`src/rtl/pipe_ctrl_pkg.sv`:
```
// Shared opcodes, ID/EX control bundle and FSM state encoding for the pipeline controller.
package pipe_ctrl_pkg;

  localparam logic [3:0] OP_LW  = 4'b1000;
  localparam logic [3:0] OP_SW  = 4'b1001;
  localparam logic [3:0] OP_LLB = 4'b1010;
  localparam logic [3:0] OP_LHB = 4'b1011;
  localparam logic [3:0] OP_B   = 4'b1100;
  localparam logic [3:0] OP_BR  = 4'b1101;
  localparam logic [3:0] OP_PCS = 4'b1110;
  localparam logic [3:0] OP_HLT = 4'b1111;

  typedef struct packed {
    logic       regdst;
    logic [1:0] branch;
    logic       memread;
    logic       memtoreg;
    logic       memwrite;
    logic       alusrc;
    logic       regwrite;
  } ctrl_bundle_t;

  typedef enum logic [1:0] {
    RUN,
    DRAIN,
    HALTED
  } state_t;

endpackage

```
`src/rtl/ctrl_decode.sv`:
```
// Combinational opcode decoder: control bundle plus which register specifiers are read.
module ctrl_decode
  import pipe_ctrl_pkg::*;
(
  input  logic [3:0]   i_opcode,
  output ctrl_bundle_t o_ctrl,
  output logic         o_uses_rs,
  output logic         o_uses_rt,
  output logic         o_uses_rd
);

  always_comb begin
    o_ctrl    = '0;
    o_uses_rs = 1'b0;
    o_uses_rt = 1'b0;
    o_uses_rd = 1'b0;
    if (!i_opcode[3]) begin
      o_ctrl.regdst   = 1'b1;
      o_ctrl.regwrite = 1'b1;
      o_uses_rs       = 1'b1;
      o_uses_rt       = 1'b1;
    end else begin
      case (i_opcode)
        OP_LW: begin
          o_ctrl.memread  = 1'b1;
          o_ctrl.memtoreg = 1'b1;
          o_ctrl.alusrc   = 1'b1;
          o_ctrl.regwrite = 1'b1;
          o_uses_rs       = 1'b1;
        end
        OP_SW: begin
          o_ctrl.alusrc   = 1'b1;
          o_ctrl.memwrite = 1'b1;
          o_uses_rs       = 1'b1;
          o_uses_rt       = 1'b1;
        end
        OP_LLB, OP_LHB: begin
          o_ctrl.alusrc   = 1'b1;
          o_ctrl.regwrite = 1'b1;
          o_uses_rd       = 1'b1;
        end
        OP_B:  o_ctrl.branch = 2'b11;
        OP_BR: begin
          o_ctrl.branch = 2'b10;
          o_uses_rs     = 1'b1;
        end
        OP_PCS: begin
          o_ctrl.alusrc   = 1'b1;
          o_ctrl.regwrite = 1'b1;
        end
        default: o_ctrl = '0;
      endcase
    end
  end

endmodule

```
`src/rtl/pipe_ctrl.sv`:
```
// Pipeline controller: load-use stall, branch flush, ID/EX control register and HLT drain FSM.
module pipe_ctrl
  import pipe_ctrl_pkg::*;
#(
  parameter int unsigned RA_W         = 4,
  parameter int unsigned DRAIN_CYCLES = 3,
  parameter int unsigned SCNT_W       = 16
) (
  input  logic              clk,
  input  logic              rst,
  input  logic              id_valid,
  input  logic [3:0]        id_opcode,
  input  logic [RA_W-1:0]   id_rs,
  input  logic [RA_W-1:0]   id_rt,
  input  logic [RA_W-1:0]   id_rd,
  input  logic              ex_memread,
  input  logic [RA_W-1:0]   ex_rd,
  input  logic              br_taken,
  output logic              pc_hold,
  output logic              ifid_flush,
  output logic              idex_valid,
  output logic              idex_regdst,
  output logic [1:0]        idex_branch,
  output logic              idex_memread,
  output logic              idex_memtoreg,
  output logic              idex_memwrite,
  output logic              idex_alusrc,
  output logic              idex_regwrite,
  output logic              halted,
  output logic [SCNT_W-1:0] stall_cnt
);

  localparam logic [3:0] DRAIN_LOAD = 4'(DRAIN_CYCLES);

  state_t       r_state, w_state_nxt;
  logic [3:0]   r_drain_cnt, w_drain_cnt_nxt;
  ctrl_bundle_t r_idex, w_idex_nxt;
  logic         r_idex_valid, w_idex_valid_nxt;
  logic         r_halted, w_halted_nxt;
  logic [SCNT_W-1:0] r_stall_cnt;

  ctrl_bundle_t w_dec;
  logic         w_uses_rs, w_uses_rt, w_uses_rd;
  logic         w_hazard, w_stall;

  ctrl_decode u_decode (
    .i_opcode  (id_opcode),
    .o_ctrl    (w_dec),
    .o_uses_rs (w_uses_rs),
    .o_uses_rt (w_uses_rt),
    .o_uses_rd (w_uses_rd)
  );

  assign w_hazard = id_valid && ex_memread && (ex_rd != '0) &&
                    ((w_uses_rs && (id_rs == ex_rd)) ||
                     (w_uses_rt && (id_rt == ex_rd)) ||
                     (w_uses_rd && (id_rd == ex_rd)));
  assign w_stall  = (r_state == RUN) && w_hazard;

  always_comb begin
    w_state_nxt      = r_state;
    w_drain_cnt_nxt  = r_drain_cnt;
    w_idex_nxt       = '0;
    w_idex_valid_nxt = 1'b0;
    w_halted_nxt     = r_halted;
    pc_hold          = 1'b0;
    ifid_flush       = 1'b0;
    case (r_state)
      RUN: begin
        if (w_hazard) begin
          pc_hold = 1'b1;
        end else begin
          ifid_flush       = br_taken;
          w_idex_valid_nxt = id_valid;
          if (id_valid) w_idex_nxt = w_dec;
          // HLT itself enters EX as a valid all-zero bundle; fetch freezes immediately.
          if (id_valid && (id_opcode == OP_HLT)) begin
            pc_hold         = 1'b1;
            w_state_nxt     = DRAIN;
            w_drain_cnt_nxt = DRAIN_LOAD;
          end
        end
      end
      DRAIN: begin
        pc_hold         = 1'b1;
        w_drain_cnt_nxt = r_drain_cnt - 4'd1;
        if (r_drain_cnt <= 4'd1) begin
          w_state_nxt  = HALTED;
          w_halted_nxt = 1'b1;
        end
      end
      HALTED: begin
        pc_hold      = 1'b1;
        w_halted_nxt = 1'b1;
      end
      default: w_state_nxt = RUN;
    endcase
  end

  always_ff @(posedge clk or posedge rst) begin
    if (rst) begin
      r_state      <= RUN;
      r_drain_cnt  <= '0;
      r_idex       <= '0;
      r_idex_valid <= 1'b0;
      r_halted     <= 1'b0;
      r_stall_cnt  <= '0;
    end else begin
      r_state      <= w_state_nxt;
      r_drain_cnt  <= w_drain_cnt_nxt;
      r_idex       <= w_idex_nxt;
      r_idex_valid <= w_idex_valid_nxt;
      r_halted     <= w_halted_nxt;
      if (w_stall && (r_stall_cnt != '1)) r_stall_cnt <= r_stall_cnt + SCNT_W'(1);
    end
  end

  assign idex_valid    = r_idex_valid;
  assign idex_regdst   = r_idex.regdst;
  assign idex_branch   = r_idex.branch;
  assign idex_memread  = r_idex.memread;
  assign idex_memtoreg = r_idex.memtoreg;
  assign idex_memwrite = r_idex.memwrite;
  assign idex_alusrc   = r_idex.alusrc;
  assign idex_regwrite = r_idex.regwrite;
  assign halted        = r_halted;
  assign stall_cnt     = r_stall_cnt;

endmodule

```
`config.mk`:
```
export PLATFORM = sky130hd
export DESIGN_NAME = pipe_ctrl
export DESIGN_NICKNAME = d
export VERILOG_FILES = /design/src/rtl/pipe_ctrl_pkg.sv /design/src/rtl/ctrl_decode.sv /design/src/rtl/pipe_ctrl.sv
export SDC_FILE = /design/constraint.sdc
export NUM_CORES = 1
export LEC_CHECK = 0
export ABC_AREA = 0
export BUFFER_PORTS_ARGS = -buffer_cell sky130_fd_sc_hd__clkbuf_2
export CAP_MARGIN = 20
export CORE_ASPECT_RATIO = 0.6
export CORE_MARGIN = 2
export CORE_UTILIZATION = 51
export DETAILED_ROUTE_END_ITERATION = 10
export GPL_ROUTABILITY_DRIVEN = 0
export PLACE_DENSITY = 0.76
export SYNTH_ARGS = -nofsm -noshare
export SYNTH_HDL_FRONTEND = slang
export SYNTH_SLANG_ARGS = --single-unit
```
`constraint.sdc`:
```
create_clock -name clk -period 1.9 [get_ports clk]
set_input_delay 0.285 -clock clk [delete_from_list [all_inputs] [get_ports clk]]
set_output_delay 0.285 -clock clk [all_outputs]
set_load 0.05 [all_outputs]
```
# Word-level counts from Yosys, hierarchy flattened
# Index checks and enable logic that the tools add are counted.
# W data, S select, Z words.
dict set report totals {
  register_bits 32
}
dict set report op_classes {
  addsub 2
  n_lt_le_gt_ge 1
  n_eq_ne 17
  n_mux 32
  bitwise 1
  n_reduce_logical 23
}
# cell count
set op_table {}
lappend op_table {{$eq A4 B4 Y1 const B} 8}
lappend op_table {{$mux W8} 3}
lappend op_table {{$mux W1} 17}
lappend op_table {{$add A16 B1 Y16 const B} 1}
lappend op_table {{$ne A16 B16 Y1 const B} 1}
lappend op_table {{$eq A4 B4 Y1} 3}
lappend op_table {{$logic_and A1 B1 Y1} 9}
lappend op_table {{$mux W2} 4}
lappend op_table {{$mux W4} 2}
lappend op_table {{$pmux W4 S2} 1}
lappend op_table {{$mux W6} 1}
lappend op_table {{$pmux W2 S3} 1}
lappend op_table {{$reduce_or A5 Y1} 1}
lappend op_table {{$le A4 B1 Y1 const B} 1}
lappend op_table {{$ne A2 B2 Y1 const B} 2}
lappend op_table {{$pmux W1 S2} 2}
lappend op_table {{$pmux W2 S2} 1}
lappend op_table {{$reduce_and A4 Y1} 1}
lappend op_table {{$reduce_bool A2 Y1} 2}
lappend op_table {{$reduce_bool A4 Y1} 1}
lappend op_table {{$reduce_or A2 Y1} 2}
lappend op_table {{$reduce_or A4 Y1} 1}
lappend op_table {{$sub A4 B1 Y4 const B} 1}
lappend op_table {{$reduce_and A3 Y1} 1}
lappend op_table {{8 further kinds} 9}

# Longest topological paths before layout
dict set report logic_depth {
  ltp_word 10
  depth_mapped 8
  depth_no_buf 7
}

# By module
# From an unflattened synthesis, not the netlist that was laid out.
dict set report hier_totals {
  cells_unflattened 192
  area_unflattened_um2 1911.8
}
# module n_inst cells_each area_each_um2 seq_area_each_um2
set by_module_without_submodules {}
lappend by_module_without_submodules {pipe_ctrl 1 177 1809.2 800.8}
lappend by_module_without_submodules {ctrl_decode 1 15 102.6 0.0}

# Worst setup path after synthesis
# Ideal clock, no wire load.
dict set report synth_path {
  kind {input to output}
  start {input port ex_rd[3]}
  end {output port pc_hold}
  arrival_time_ns 1.972
  required_ns 1.615
  slack_ns -0.357
  cell_stages 7
  path_cell_list {xor2_1 nor4_1 o21ai_1 a31oi_1 buf_2 a221oi_1 nor2_1}
}
dict set report synth_via {
  elab_chain_len 7
  elab_cells_between_ends 13
  cone_classes {3 x eq/ne; 2 x mux; 8 x reduce/logical}
}
# item line_no
set synth_rtl {}
lappend synth_rtl {{start, declared} pipe_ctrl.sv:17} ;# input logic [RA_W-1:0] ex_rd,
lappend synth_rtl {{$eq A4 B4 Y1 (on tied branches)} {pipe_ctrl.sv:55, pipe_ctrl.sv:56}}
lappend synth_rtl {{$logic_and A1 B1 Y1 (on tied branches)} {pipe_ctrl.sv:55, pipe_ctrl.sv:56}}
lappend synth_rtl {{$logic_or A1 B1 Y1} pipe_ctrl.sv:55} ;# ((w_uses_rs && (id_rs == ex_rd)) ||
lappend synth_rtl {{$logic_or A1 B1 Y1} pipe_ctrl.sv:56} ;# (w_uses_rt && (id_rt == ex_rd)) ||
lappend synth_rtl {{$logic_and A1 B1 Y1 *} pipe_ctrl.sv:54} ;# assign w_hazard = id_valid && ex_memread && (ex_rd != '0) &&
lappend synth_rtl {{$mux W1 *} pipe_ctrl.sv:70} ;# if (w_hazard) begin
lappend synth_rtl {{$pmux W1 S2 *} pipe_ctrl.sv:68} ;# case (r_state)
lappend synth_rtl {{end, declared} pipe_ctrl.sv:19} ;# output logic pc_hold,
# Mark *: on every way between the ends. The rest lies on a longest branch, timed or not.

# Worst setup path in the final report
dict set report layout_path {
  start {input port id_rt[3]}
  end {output port pc_hold}
}
dict set report layout_via {
  elab_chain_len 7
}
# item line_no
set layout_rtl {}
lappend layout_rtl {{start, declared} pipe_ctrl.sv:14} ;# input logic [RA_W-1:0] id_rt,
lappend layout_rtl {{$eq A4 B4 Y1} pipe_ctrl.sv:56}
lappend layout_rtl {{$logic_and A1 B1 Y1} pipe_ctrl.sv:56}
lappend layout_rtl {{$logic_or A1 B1 Y1} pipe_ctrl.sv:55}
lappend layout_rtl {{$logic_or A1 B1 Y1} pipe_ctrl.sv:56}
lappend layout_rtl {{$logic_and A1 B1 Y1} pipe_ctrl.sv:54}
lappend layout_rtl {{$mux W1} pipe_ctrl.sv:70}
lappend layout_rtl {{$pmux W1 S2} pipe_ctrl.sv:68}
# No other way between the ends.

==> impl_metrics.yaml <==
logic_synthesis:
  synthMuxAreaShare_pct: 1.79
  yosysTopAreaCellShare_pct: 42.7
  ys_types: 44
  yosysMostFrequentCell: "dfrtp_1"
  synth_warnings: 0
  synth_compound_area_share_pct: 7.51
  synth-seq-cells: 31
  synth_adder_area_share_pct: 5.38
  seq_area_frac_synth_pct: 42.7
  synthXorXnorAreaFrac_pct: 13.5
  avgSynthCellArea_um2: 9.98
  syn-cell-area_um2: 1820
  syn_nets: 214
  synthSimpleGateAreaFrac_pct: 24.7
  ys_top_cells_by_area: "dfrtp_1 (43%), xor2_1 (8.2%), xnor2_1 (5.3%)"
  synth_ff_type: "dfrtp_1"
  synth_top_family_by_area: "simple AND/OR/NAND/NOR gates"
  synth_area_leader_cell: "dfrtp_1"
  async_reset_ff_share_pct: 100
  synth_edf_count: 0
  synthCells: 182
  synth_common_cells: "dfrtp_1 (31), xor2_1 (17), nand3_1 (12)"
routing:
  routed_via_density: 5.30
  detail-route-antenna-nets: 0
  routed_wl_um: 4550
  drt_first_pass_iters: 4
  num_vias: 1633
  drc_errors: 0
  wl_per_cell_um: 14.8
  drt_iter0_drc: 68
sta:
  grt_setup_unrepaired: "true"
  hold_viol: 0
  worstMarginPinSlew_ps: 519
  max_freq_mhz: 512
  drv_slew: 0
  slew_headroom_pct: 65.4
  min_period_over_period_pct: 103
  fin_ws_ps: -52.3
  period_minus_slack_ps: 1950
  setup_viol: 1
  fin_skew_ps: 7.84
critical_path:
  reg2reg_depth: 7
  startpoint: "id_rt[3]"
  required_ps: 1620
  crit_arrival_ps: 1670
  critPathKind: "input pin to primary output"
  path_max_fanout: 2
  r2r_start: "stall_cnt[4]$_DFFE_PP0P_"
  cp-end-kind: "primary output"
  r2r_slack_ps: 70
  startpoint_type: "input pin"
  r2r-end: "stall_cnt[9]$_DFFE_PP0P_"
pwr:
  p_clk_share_pct: 23.9
  combPwrFrac_pct: 40.0
  power_switching_uw: 861
  power_density_nw_per_um2: 863
  p_leak_nw: 1.31
  sw_frac_of_total_pct: 39.1
  intPower_mw: 1.34
  pwr-share-seq_pct: 36.1
  peakVddDrop_mv: 0.728
job:
  max_cap_viol_count: 0
die:
  die_h_um: 50.2
  die_w_um: 81.0
  start_util_pct: 54.6
  core_area_um2: 3320
  die_area_um2: 4070
  ios: 53
  num_rows: 16
clock_tree:
  cts_buffer_depth: 2
  cts_max_level: 2
  cts_made_buffers: 5
  cts-root-buf: "clkbuf_8"
  cts.clk_slew.worst_paths_ps: 60
  cts_num_sinks: 31
  clock_insertion_delay_worst_skew_ps: 290
  cts_hold_buffers: 0
  cts_tree: "yes"
finish:
  multiInputGateArea_um2: 1040
  drive_gt1_share_pct: 46.0
  final_nets: 295
  area_delta_synth_final_pct: 40.5
  n_antenna_cell: 0
  final_cell_count_no_fill: 308
  fill_cells: 242
  final_util_pct: 76.8
  seqCellArea_um2: 783
  final_area_um2: 2550
status:
  violations: "negative setup slack"
  status: "finished, violations left"
global_routing:
  gr-usage-all-layers_pct: 23.2
  grt_pass1_wl_um: 7020
  antenna_found_initial: 0
  gr-total-overflow: 0
  grt_max_degree: 32
  grt_pass1_vias: 1476
placed_design:
  detailed_place_hpwl_um: 3050
  dpl_cell_area_um2: 2270
  port_buffers: 52
  place_inst: 290
hold_path:
  min_path_type: "input pin to async pin"
==> power by group through the flow <==
| stage | clock network [mW] | logic [mW] | registers (mW) |
|---|---|---|---|
| after global routing | 0.573 | 0.945 | 0.804 |
| after global placement | 0 | 0.792 | 0.805 |
| final | 0.526 | 0.880 | 0.796 |
| after floorplan | 0 | 0.346 | 0.989 |
| after detailed placement | 0 | 0.800 | 0.806 |
| after CTS | 0.540 | 0.826 | 0.796 |
==> worst max path at each step <==
stage,endpoint
final,pc_hold
after global routing,pc_hold
after CTS,pc_hold
after detailed placement,pc_hold
after global placement,pc_hold
after floorplan,pc_hold
==> flip-flops by register name (all words and copies together), names as in the netlist <==
| register | count |
|---|---|
| idex_branch | 2 |
| r_state | 2 |
| idex_valid | 1 |
| idex_regwrite | 1 |
| idex_alusrc | 1 |
| idex_regdst | 1 |
| r_drain_cnt | 4 |
| idex_memwrite | 1 |
| halted | 1 |
| stall_cnt | 16 |
| idex_memread | 1 |
==> metal layers <==
| layer | up-vias | GRT usage [%] | routed length, um |
|---|---|---|---|
| met5 | - | 0 | 0 |
| met4 | 0 | 9.89 | 68 |
| met3 | 9 | 6.29 | 236 |
| met2 | 54 | 30.9 | 1990 |
| met1 | 777 | 35.0 | 2250 |
| li1 | 793 | - | - |
==> per-stage QoR <==
step / hold slack, ps / setup WS, ps / setup TNS, ps / power [mW]
after floorplan: 351 / -152 / -282 / 1.34
after global placement: 364 / -33.9 / -61.6 / 1.60
after detailed placement: 369 / -99.7 / -622 / 1.61
after CTS: 57.7 / -39.4 / -39.4 / 2.16
after global routing: 93.0 / -107 / -185 / 2.32
final: 47.7 / -52.3 / -52.3 / 2.20
==> cells in the final DEF, fill, tap and decap left out, types with 5 or more instances in the layout <==
cell type / Yosys / routed
clkbuf_8: 0 / 7
nand2_1: 10 / 10
buf_6: 2 / 5
ha_1: 7 / 7
nor2_1: 11 / 10
xor2_1: 17 / 15
inv_1: 9 / 9
nand4_1: 7 / 7
dfrtp_2: 0 / 6
dfrtp_1: 31 / 25
clkbuf_2: 0 / 45
buf_4: 1 / 28
nand3_1: 12 / 12
a21oi_1: 7 / 6
xnor2_1: 11 / 11
==> cell type report <==
| type | count | area share (%) |
|---|---|---|
| Clock buffer | 6 | 3.24 |
| Inverter | 9 | 1.32 |
| Clock inverter | 1 | 0.196 |
| Tap cell | 45 | 2.21 |
| Timing Repair Buffer | 81 | 21.4 |
| Multi-Input combinational cell | 135 | 41.0 |
| Sequential cell | 31 | 30.7 |
==> worst max-delay path, stage by stage <==
cell and delay (ps):
clkbuf_2 110, xor2_1 180, nor4_1 270, nand2_1 120, a31oi_2 250, a221oi_2 100, nor2_2 190, buf_12 160
==> logic make-up after synthesis <==
logic type	Yosys count
buf+inv	16
simple gates	75
fa+ha+maj	8
xor+xnor	28
flops	31
compound gates	21
mux	3
==> what timing repair did <==
action | in CTS | in global routing
pin swaps | 1 | 13
endpoints found under the hold margin | 0 | 0
setup buffers | 1 | 10
resized for setup | 7 | 23
setup endpoints to repair | 3 | 10
(Power assumes the default switching activity.)
